## src/rtl/ssds_scan_controller_if.sv

```systemverilog
// Bundle between the SSD bus interface (master) and the scan controller (slave):
// per-digit segment data in, multiplexed pin drive and frame pulse out.
interface ssds_scan_if;
  logic       ctrl_en;
  logic [6:0] ctrl_digit_0;
  logic [6:0] ctrl_digit_1;
  logic [6:0] ctrl_digit_2;
  logic [6:0] ctrl_digit_3;
  logic [3:0] ctrl_dots;
  logic [6:0] seg_out;
  logic       dot_out;
  logic [3:0] digit_sel;
  logic       frame_tick;

  modport master (
    output ctrl_en, ctrl_digit_0, ctrl_digit_1, ctrl_digit_2, ctrl_digit_3, ctrl_dots,
    input  seg_out, dot_out, digit_sel, frame_tick
  );

  modport slave (
    input  ctrl_en, ctrl_digit_0, ctrl_digit_1, ctrl_digit_2, ctrl_digit_3, ctrl_dots,
    output seg_out, dot_out, digit_sel, frame_tick
  );
endinterface

```

## src/rtl/ssds_scan_controller.sv

```systemverilog
// Four-digit seven-segment scan controller: drives one digit per slot, inserts a
// blanking gap between digits and pulses frame_tick at the end of every frame.
module ssds_scan_controller #(
  parameter int DRIVE_CYCLES = 50000,
  parameter int BLANK_CYCLES = 500,
  parameter int ACTIVE_LOW   = 1
) (
  input logic         clk,
  input logic         rst,
  ssds_scan_if.slave  bus
);

  localparam int MAX_DB      = (DRIVE_CYCLES > BLANK_CYCLES) ? DRIVE_CYCLES : BLANK_CYCLES;
  localparam int CNT_RANGE   = (MAX_DB > 2) ? MAX_DB : 2;
  localparam int CNT_W       = $clog2(CNT_RANGE);
  localparam int BLANK_LAST_I = (BLANK_CYCLES > 0) ? (BLANK_CYCLES - 1) : 0;
  localparam logic [CNT_W-1:0] DRIVE_LAST = CNT_W'(DRIVE_CYCLES - 1);
  localparam logic [CNT_W-1:0] BLANK_LAST = CNT_W'(BLANK_LAST_I);
  localparam logic INV = (ACTIVE_LOW != 0);

  typedef enum logic [1:0] {
    ST_OFF   = 2'd0,
    ST_DRIVE = 2'd1,
    ST_BLANK = 2'd2
  } state_e;

  state_e           state_q, state_d;
  logic [1:0]       idx_q, idx_d;
  logic [CNT_W-1:0] cnt_q, cnt_d;
  logic [6:0]       seg_q, seg_d;
  logic             dot_q, dot_d;
  logic [3:0]       sel_q, sel_d;
  logic             tick_q, tick_d;
  logic             load_s;
  logic [6:0]       pat_s;

  // Next-state logic: ctrl_en low forces OFF from any state.
  always_comb begin
    state_d = state_q;
    idx_d   = idx_q;
    cnt_d   = cnt_q;
    load_s  = 1'b0;
    if (!bus.ctrl_en) begin
      state_d = ST_OFF;
      idx_d   = 2'd0;
      cnt_d   = '0;
    end else begin
      case (state_q)
        ST_OFF: begin
          state_d = ST_DRIVE;
          idx_d   = 2'd0;
          cnt_d   = '0;
          load_s  = 1'b1;
        end
        ST_DRIVE: begin
          if (cnt_q == DRIVE_LAST) begin
            cnt_d = '0;
            if (BLANK_CYCLES == 0) begin
              state_d = ST_DRIVE;
              idx_d   = idx_q + 2'd1;
              load_s  = 1'b1;
            end else begin
              state_d = ST_BLANK;
            end
          end else begin
            cnt_d = cnt_q + CNT_W'(1);
          end
        end
        ST_BLANK: begin
          if (cnt_q == BLANK_LAST) begin
            state_d = ST_DRIVE;
            idx_d   = idx_q + 2'd1;
            cnt_d   = '0;
            load_s  = 1'b1;
          end else begin
            cnt_d = cnt_q + CNT_W'(1);
          end
        end
        default: begin
          state_d = ST_OFF;
          idx_d   = 2'd0;
          cnt_d   = '0;
        end
      endcase
    end
  end

  // Pattern of the digit about to be driven.
  always_comb begin
    case (idx_d)
      2'd0:    pat_s = bus.ctrl_digit_0;
      2'd1:    pat_s = bus.ctrl_digit_1;
      2'd2:    pat_s = bus.ctrl_digit_2;
      2'd3:    pat_s = bus.ctrl_digit_3;
      default: pat_s = 7'h00;
    endcase
  end

  // Pin values for the next cycle; data is latched only on DRIVE entry so a slot never tears.
  always_comb begin
    seg_d = {7{INV}};
    dot_d = INV;
    sel_d = {4{INV}};
    if (state_d == ST_DRIVE) begin
      sel_d = (4'b0001 << idx_d) ^ {4{INV}};
      if (load_s) begin
        seg_d = pat_s ^ {7{INV}};
        dot_d = bus.ctrl_dots[idx_d] ^ INV;
      end else begin
        seg_d = seg_q;
        dot_d = dot_q;
      end
    end else begin
      sel_d = {4{INV}};
    end
    if (BLANK_CYCLES == 0) begin
      tick_d = (state_d == ST_DRIVE) && (idx_d == 2'd3) && (cnt_d == DRIVE_LAST);
    end else begin
      tick_d = (state_d == ST_BLANK) && (idx_d == 2'd3) && (cnt_d == BLANK_LAST);
    end
  end

  // State and output registers with synchronous reset.
  always_ff @(posedge clk) begin
    if (rst) begin
      state_q <= ST_OFF;
      idx_q   <= 2'd0;
      cnt_q   <= '0;
      seg_q   <= {7{INV}};
      dot_q   <= INV;
      sel_q   <= {4{INV}};
      tick_q  <= 1'b0;
    end else begin
      state_q <= state_d;
      idx_q   <= idx_d;
      cnt_q   <= cnt_d;
      seg_q   <= seg_d;
      dot_q   <= dot_d;
      sel_q   <= sel_d;
      tick_q  <= tick_d;
    end
  end

  assign bus.seg_out    = seg_q;
  assign bus.dot_out    = dot_q;
  assign bus.digit_sel  = sel_q;
  assign bus.frame_tick = tick_q;

endmodule
```

## src/flat_wrapper.sv

```systemverilog
// flat-port wrapper written by rule: the top's interface ports become plain ports
module ssds_scan_controller_flat 
#(
  parameter int DRIVE_CYCLES = 50000,
  parameter int BLANK_CYCLES = 500,
  parameter int ACTIVE_LOW   = 1
)
  (clk, rst, bus_ctrl_en, bus_ctrl_digit_0, bus_ctrl_digit_1, bus_ctrl_digit_2, bus_ctrl_digit_3, bus_ctrl_dots, bus_seg_out, bus_dot_out, bus_digit_sel, bus_frame_tick);
  ssds_scan_if bus_i ();
  input logic clk;
  input logic rst;
  input wire logic [$bits(bus_i.ctrl_en)-1:0] bus_ctrl_en;
  input wire logic [$bits(bus_i.ctrl_digit_0)-1:0] bus_ctrl_digit_0;
  input wire logic [$bits(bus_i.ctrl_digit_1)-1:0] bus_ctrl_digit_1;
  input wire logic [$bits(bus_i.ctrl_digit_2)-1:0] bus_ctrl_digit_2;
  input wire logic [$bits(bus_i.ctrl_digit_3)-1:0] bus_ctrl_digit_3;
  input wire logic [$bits(bus_i.ctrl_dots)-1:0] bus_ctrl_dots;
  output wire logic [$bits(bus_i.seg_out)-1:0] bus_seg_out;
  output wire logic [$bits(bus_i.dot_out)-1:0] bus_dot_out;
  output wire logic [$bits(bus_i.digit_sel)-1:0] bus_digit_sel;
  output wire logic [$bits(bus_i.frame_tick)-1:0] bus_frame_tick;
  assign bus_i.ctrl_en = bus_ctrl_en;
  assign bus_i.ctrl_digit_0 = bus_ctrl_digit_0;
  assign bus_i.ctrl_digit_1 = bus_ctrl_digit_1;
  assign bus_i.ctrl_digit_2 = bus_ctrl_digit_2;
  assign bus_i.ctrl_digit_3 = bus_ctrl_digit_3;
  assign bus_i.ctrl_dots = bus_ctrl_dots;
  assign bus_seg_out = bus_i.seg_out;
  assign bus_dot_out = bus_i.dot_out;
  assign bus_digit_sel = bus_i.digit_sel;
  assign bus_frame_tick = bus_i.frame_tick;
  ssds_scan_controller #(.DRIVE_CYCLES(DRIVE_CYCLES), .BLANK_CYCLES(BLANK_CYCLES), .ACTIVE_LOW(ACTIVE_LOW)) u_core (.clk(clk), .rst(rst), .bus(bus_i));
endmodule
```

## config.mk

```make
export PLATFORM = sky130hd
export DESIGN_NAME = ssds_scan_controller_flat
export DESIGN_NICKNAME = d
export VERILOG_FILES = /design/src/rtl/ssds_scan_controller_if.sv /design/src/rtl/ssds_scan_controller.sv /design/src/flat_wrapper.sv
export SDC_FILE = /design/constraint.sdc
export NUM_CORES = 1
export LEC_CHECK = 0
export BUFFER_PORTS_ARGS = -buffer_cell sky130_fd_sc_hd__buf_2
export CORE_MARGIN = 10
export CORE_UTILIZATION = 50
export DETAILED_ROUTE_END_ITERATION = 12
export PLACE_DENSITY = 0.77
export SYNTH_ARGS = -nofsm -noshare
export SYNTH_HDL_FRONTEND = slang
export SYNTH_SLANG_ARGS = --single-unit
```

## constraint.sdc

```tcl
create_clock -name clk -period 2.15 [get_ports clk]
set_input_delay 0.43 -clock clk [delete_from_list [all_inputs] [get_ports clk]]
set_output_delay 0.43 -clock clk [all_outputs]
set_load 0.01 [all_outputs]
```

* Word level (Yosys, flattened, before mapping)
Cells that the tools add are included.
** Storage, ports and cells
- Output and inout port bits :: 13
- Input bits :: 35
- Word-level logic and storage cells :: 47
- Bits in registers :: 33
** Cells by class
- Shifts and indexed selects :: 1
- Add/subtract/negate cells :: 2
- Eq/ne operators :: 10
- Bitwise operators :: 4
- Magnitude comparators :: 1
- Mux-type cells :: 17
- Reductions and logical operators :: 5
** Operator list (number)
- 16-bit two-way mux :: 3
- 16-bit by 9-bit equality test with 1-bit output, second input constant :: 2
- 16-bit case mux with 2 select lines :: 1
- 7-bit case mux with 4 select lines :: 1
- 16-bit by 1-bit adder with 16-bit output, second input constant :: 1
- 16-bit equality test, second input constant :: 1
- 2-bit two-way mux :: 5
- 2-bit equality test, second input constant :: 4
- 7-bit NOT :: 1
- 2-bit by 1-bit equality test with 1-bit output, second input constant :: 3
- 2-bit case mux with 3 select lines :: 1
- 2-bit zero test :: 2
- 4-bit NOT :: 1
- 2-bit case mux with 2 select lines :: 1
- 1-bit by 2-bit left shift with 4-bit output, first input constant :: 1
- 2-bit by 3-bit < comparator with 1-bit output, second input constant :: 1
- 1-bit two-way mux :: 3
- 2-bit by 1-bit adder with 2-bit output, second input constant :: 1
- 1-bit binary-select mux with 2-bit select :: 1
- 1-bit logical AND :: 2
- 1-bit NOT :: 2
- 1-bit case mux with 2 select lines :: 1
- 2-bit OR reduction :: 1

* Longest topological paths before layout
- Depth in word-level cells :: 7
- Gate-level depth with buffers :: 10
- Mapped depth without buffers :: 8

* Worst setup path after synthesis
Ideal clock, no wire load.
- Kind :: flip-flop to flip-flop
- Start point :: register u_core.cnt_q[0]
- End point :: register u_core.seg_q[5], in the netlist u_core.bus.seg_out[5]
- Cell stages (with the launch flop) :: 10
- Required time :: 2.003 ns
- Setup time :: 0.147 ns
- Path buffers :: 2
- Period minus slack after synthesis :: 2.247 ns
- Arrival :: 2.100 ns
- Path slack :: -0.097 ns
- Cell sequence :: dfxtp_1 -> ha_1 -> and4_1 -> and4_1 -> buf_4 -> mux2i_1 -> clkbuf_1 -> a211oi_1 -> a32oi_1 -> nand3_1
** Between the ends
- Word-level cells in the longest chain between the ends :: 7
- Elaborated cells between the ends (all ways) :: 21
- Those cells by class :: 6 x eq/ne; 11 x mux; 2 x bitwise; 2 x reduce/logical
** Ends and longest elaborated chain
- from (decl) :: line ssds_scan_controller.sv:29 : logic [CNT_W-1:0] cnt_q, cnt_d;
- from (signal assigned) :: line ssds_scan_controller.sv:136 : cnt_q <= cnt_d;
- 16-bit by 9-bit equality test with 1-bit output or 16-bit equality test (tied branches) :: line ssds_scan_controller.sv:70, ssds_scan_controller.sv:56
- 2-bit two-way mux, on equally long branches :: line ssds_scan_controller.sv:70, ssds_scan_controller.sv:56
- 2-bit case mux with 2 select lines or 2-bit case mux with 3 select lines (tied branches) :: line ssds_scan_controller.sv:48 : case (state_q)
- 2-bit two-way mux :: line ssds_scan_controller.sv:43 : if (!bus.ctrl_en) begin
- 2-bit equality test, or another cell as far along :: line ssds_scan_controller.sv:90 : case (idx_d)
- 7-bit case mux with 4 select lines or 1-bit NOT (tied branches)
- 7-bit NOT (no source line) or 2-bit OR reduction (tied branches)
- to (signal assigned) :: line ssds_scan_controller.sv:129 : seg_q <= {7{INV}};
- to (signal assigned) :: line ssds_scan_controller.sv:137 : seg_q <= seg_d;
- to (decl) :: line ssds_scan_controller.sv:30 : logic [6:0] seg_q, seg_d;
Parallel ways exist; a longest one is shown, timed or not.
A chain may end at the register's enable or synchronous reset.

* Worst setup path in the final report
- Start point :: register u_core.cnt_q[3]
- End point :: register u_core.sel_q[3], in the netlist u_core.bus.digit_sel[3]
** Between the ends
- Word-level cells in the longest chain between the ends :: 7
- Elaborated cells between the ends (all ways) :: 14
- Those cells by class :: 3 x eq/ne; 1 x shift; 7 x mux; 2 x bitwise; 1 x reduce/logical
** Ends and longest elaborated chain
- 16-bit by 9-bit equality test with 1-bit output or 16-bit equality test (tied branches) :: line ssds_scan_controller.sv:70, ssds_scan_controller.sv:56
- 2-bit two-way mux, on equally long branches :: line ssds_scan_controller.sv:70, ssds_scan_controller.sv:56
- 2-bit case mux with 3 select lines :: line ssds_scan_controller.sv:48
- 2-bit two-way mux :: line ssds_scan_controller.sv:43
- 2-bit by 1-bit equality test with 1-bit output :: line ssds_scan_controller.sv:104 : if (state_d == ST_DRIVE) begin
- 1-bit NOT (no source line)
- 2-bit OR reduction (no source line)
- to (signal assigned) :: line ssds_scan_controller.sv:131 : sel_q <= {4{INV}};
- to (signal assigned) :: line ssds_scan_controller.sv:139 : sel_q <= sel_d;
- to (decl) :: line ssds_scan_controller.sv:32 : logic [3:0] sel_q, sel_d;
Parallel ways exist; a longest one is shown, timed or not.

==> run summary <==
Among all flip-flop cells after synthesis, the most frequent one is dfxtp_1. The path with the worst hold slack has its endpoint at u_core.state_q[1]$_SDFF_PP0_. The via count of the first global-routing pass was 2379. Counting instances, the worst hold path has a depth of 2. The number of port buffers works out to 47.

The logs give 2 for the H-tree depth reported by CTS and 147 for the DRC marker count from the first detailed-route iteration. Counting the buffers created by CTS gives 5. Walking the worst path, the cells encountered are nor4bb_4, nand4_1, a211oi_2, nand2_2, or3_4, or3_1.

The number of antenna diodes in the final layout is 0. For the cell area after synthesis, the log shows 2310 um^2. The run gives 2 as the largest buffer count on any clock path. CTS placed an instance of clkbuf_8 at the clock tree root. Yosys mapped a number of flops with a built-in enable equal to 0. The number of sinks on the clock net is 33.

The first detailed-routing pass ran for 4 iterations. The tools report the source of the worst hold timing path as rst. The run finished, with violations left.

The final route contains 2523 vias. Routability-driven placement finished with a final weighted congestion of 1.02. The max-slew violation total from the final report was 0. The share of synthesized area spent on multiplexers was 1.79%; the number of synthesized register bits was 33. Pin placement for this block handled 48 I/O pins. The layout cell share with drive strength beyond 1 was 40.1%. Setup repair after global routing could not meet its margin everywhere.

The logs give 0 for the hold violation total from the final report and 58 for the distinct cell type count of the synthesized netlist. The tightest hold path in the finished design has a slack of 0.433 ns. Power spread over the standard cell area amounts to 396 nW/um^2. Dividing the detail-routed wire length by the instance count gives 16.7 um. The overall routing resource usage is 17.1%.

Among all stages on the critical path, the largest delay is contributed by or3_4. Clock-pin slew was measured on the worst setup and hold paths at 0.07 ns. On the worst path, the slowest cell contributes a delay of 0.42 ns.

The final layout contains 416 nets. Summed over all cells, the static leakage comes to 0.00126 uW. After global routing the overflow that remains totals 0. The number of cells on the worst reg-to-reg path is 6. Total power after layout: 1250 uW. The post-synthesis net count was 334; the y dimension of the die was 87.9 um. The tools report the worst reg2reg path endpoint as u_core.bus.digit_sel[3]$_SDFF_PP1_.

For the share of power burned in the clock network, the log shows 37.0%. The share of synthesized cell area in full adder, half adder and majority cells was 2.71%; the switching power of the nets was 332 uW. The clock network latency to the later pin of the worst-skew pair is 0.28 ns. Average cell area after synthesis: 7.84 um^2. The width of the die was 87.9 um; the cell-internal power was 919 uW.

In this run the remaining antenna-violating nets after routing total 0. The headroom to the max-slew limit was 73.0%. The tools report the max-capacitance violation count as 0. Entering global routing, the biggest net connects 17 pins.

Sequential cells burn 50.0% of the power. The first global-routing pass estimated 11000 um of wire. The worst setup skew after layout is 0.00424 ns. The worst-case IR drop observed on VDD is 0.000302 V. Per report_power, the combinational group accounts for 13.1% of the total. The region available for standard cell placement spans 4410 um^2. Initial standard-cell utilization of the core: 52.2%. Synthesis handed over a netlist of 294 instances. The share of flip-flops with an asynchronous set or reset is 0%.

The sequential cell area fraction in the yosys report is 28.6%, and the number of buffer and inverter instances along the worst setup path is 0. Data arrival time of the critical path: 2.36 ns. TritonCTS built the clock tree. Dominant combinational cell family by area after synthesis: simple AND/OR/NAND/NOR gates. In this run the worst path has a maximum fanout of 6. Using the TritonRoute via totals, the vias-per-cell ratio works out to 5.88. The post-layout instance count excluding filler cells is 429, and the initial antenna violation count is 0.

The parity-gate share of the synthesized area counting xor and xnor cells is 6.08%, and the final worst setup slack is -0.0382 ns. Number of remaining DRC errors: 0. The number of endpoints failing setup at the final stage was 3; the upper clock frequency limit was 457 MHz. The run gives 0 as the number of warnings printed during yosys synthesis. The min-delay analysis places its worst path in the category in2reg. Of the available clock period, the critical path in the final layout requires 102%. The tools report the fill cell instance count of the final layout as 351.

The worst setup path is captured at a register. Summing the areas of all and, or, nand and nor instances in the mapped netlist gives 36.5% of the synthesized area. The tools report the startpoint of the lowest-slack register-to-register path as u_core.cnt_q[3]$_SDFF_PP0_.

The kind of launch point of the worst setup path was a register. The area growth from synthesis to layout is 37.0%. The number of placed instances, taps included came out at 417. For this block, the routed nets add up to 7160 um of wire. Prior to clock tree synthesis, the placed netlist has a worst setup slack of -0.0936 ns.

The worst register-to-register path has a setup slack of -0.04 ns. The compound-cell area share of the yosys netlist came out at 18.0%. The final reports fail on setup timing.

At the pin with the least slew margin, the transition time is 0.402 ns. The dominant delay contributor by cell family on the critical path was simple AND/OR/NAND/NOR gates. The post-DP HPWL was 5230 um. The shortest period the worst path allows was 2.19 ns; the required arrival time at the worst endpoint was 2.32 ns.

The floorplan step defined a die boundary enclosing 7730 um^2. The floorplan has 24 rows. Of the total power, the share spent switching nets is 26.6%. In the layout the commonest cells are buf_2 (47), buf_4 (47), nand2_1 (27), nor2_1 (27), dfxtp_1 (26). The kind of critical path was reg2reg.
==> worst register-to-register path: stages, from the launching register on <==
cell	delay (ns)
dfxtp_1	0.34
nor4bb_4	0.35
nand4_1	0.23
a211oi_2	0.27
nand2_2	0.12
or3_4	0.42
or3_1	0.35
==> synth_stat cells (3+ instances only) <==
library cell  instances  share of area (%)
dfxtp_1              33                 29
and4_1                4                1.5
inv_1                11                1.8
mux2i_1               3                1.3
nor3b_1               4                1.3
buf_2                 5                1.1
a21o_1                5                1.6
and4b_1               3                1.3
clkbuf_1             12                2.0
nor4_1                8                2.2
a211oi_1              5                1.6
and3_1               12                3.3
nor2_1               28                4.6
o31ai_1               4                1.3
o221ai_1              4                1.5
a32oi_1               4                1.5
a221o_1               4                1.7
nor3_1                8                1.7
nor2b_1               5                1.4
nand4_1               9                2.4
o211ai_1              5                1.6
nand3_1              13                2.8
a21oi_1               7                1.5
a31oi_1               3               0.81
ha_1                  5                2.7
nand2_1              30                4.9
xor2_1                5                1.9
o21ai_0               5                1.1
xnor2_1              11                4.2
and2_1                5                1.4
==> cell type report <==
type                    count  area, um^2  share of cell area (%)
inverters                  11        41.3                    1.31
multi-input cells         229        1690                    53.4
clock buffers               5        68.8                    2.18
well taps                  52        65.1                    2.06
clock inverters             3        17.5                   0.555
repair buffers             96         611                    19.3
flip-flops and latches     33         669                    21.2
==> worst max-delay path by stage <==
stage / start / endpoint / slack [ns] / cells past startpoint
after floorplan: u_core.cnt_q[10]$_SDFF_PP0_ / u_core.bus.seg_out[5]$_SDFFE_PP1P_ / 0.0009 / 9
after global placement: u_core.cnt_q[0]$_SDFF_PP0_ / u_core.bus.frame_tick$_SDFF_PP0_ / -0.06 / 7
after detailed placement: u_core.cnt_q[0]$_SDFF_PP0_ / u_core.bus.frame_tick$_SDFF_PP0_ / -0.09 / 7
after CTS: u_core.cnt_q[1]$_SDFF_PP0_ / u_core.bus.frame_tick$_SDFF_PP0_ / -0.01 / 8
after global routing: u_core.cnt_q[10]$_SDFF_PP0_ / u_core.bus.digit_sel[3]$_SDFF_PP1_ / -0.09 / 6
final: u_core.cnt_q[3]$_SDFF_PP0_ / u_core.bus.digit_sel[3]$_SDFF_PP1_ / -0.04 / 6
==> registers in the layout (all words and copies together), names as in the netlist <==
signal,cells
u_core.bus.frame_tick,1
u_core.bus.digit_sel,4
u_core.idx_q,2
u_core.cnt_q,16
u_core.bus.dot_out,1
u_core.bus.seg_out,7
u_core.state_q,2
==> what timing repair did <==
action                     in CTS  in global routing
gates resized for setup        15                 33
setup buffers                   1                  3
setup endpoints to repair       8                 12
pin swaps                       8                  9
hold buffers                    0                  0
==> per-stage QoR <==
stage	utilization, %	TNS, ns	instance area [um^2]
2_1_floorplan	-	0	2320
3_3_place_gp	64.6	-0.0586	2850
3_5_place_dp	64.6	-0.214	2850
4_1_cts	67.8	-0.0146	2990
5_1_grt	71.5	-0.363	3160
6_report	71.5	-0.0553	3160
==> layer usage <==
layer	track usage, %	share of wire (%)	up-vias
met5	0	0	-
met4	4.35	1.7	0
met3	4.18	8.2	16
met2	30.7	50	89
met1	19.7	40	1175
li1	-	-	1243
==> power by group through the flow <==
stage / Sequential (uW) / Clock, uW / Combinational [uW]
floorplan: 642 / 0 / 69.8
global route: 626 / 495 / 177
detailed placement: 638 / 0 / 147
CTS: 624 / 470 / 150
global placement: 638 / 0 / 145
finish: 625 / 463 / 163
==> cells by family after synthesis <==
family,Yosys count
compound gates,55
xor+xnor,16
fa+ha+maj,5
buf+inv,32
flops,33
mux,4
simple gates,149
Power figures use the tool's default switching activity.
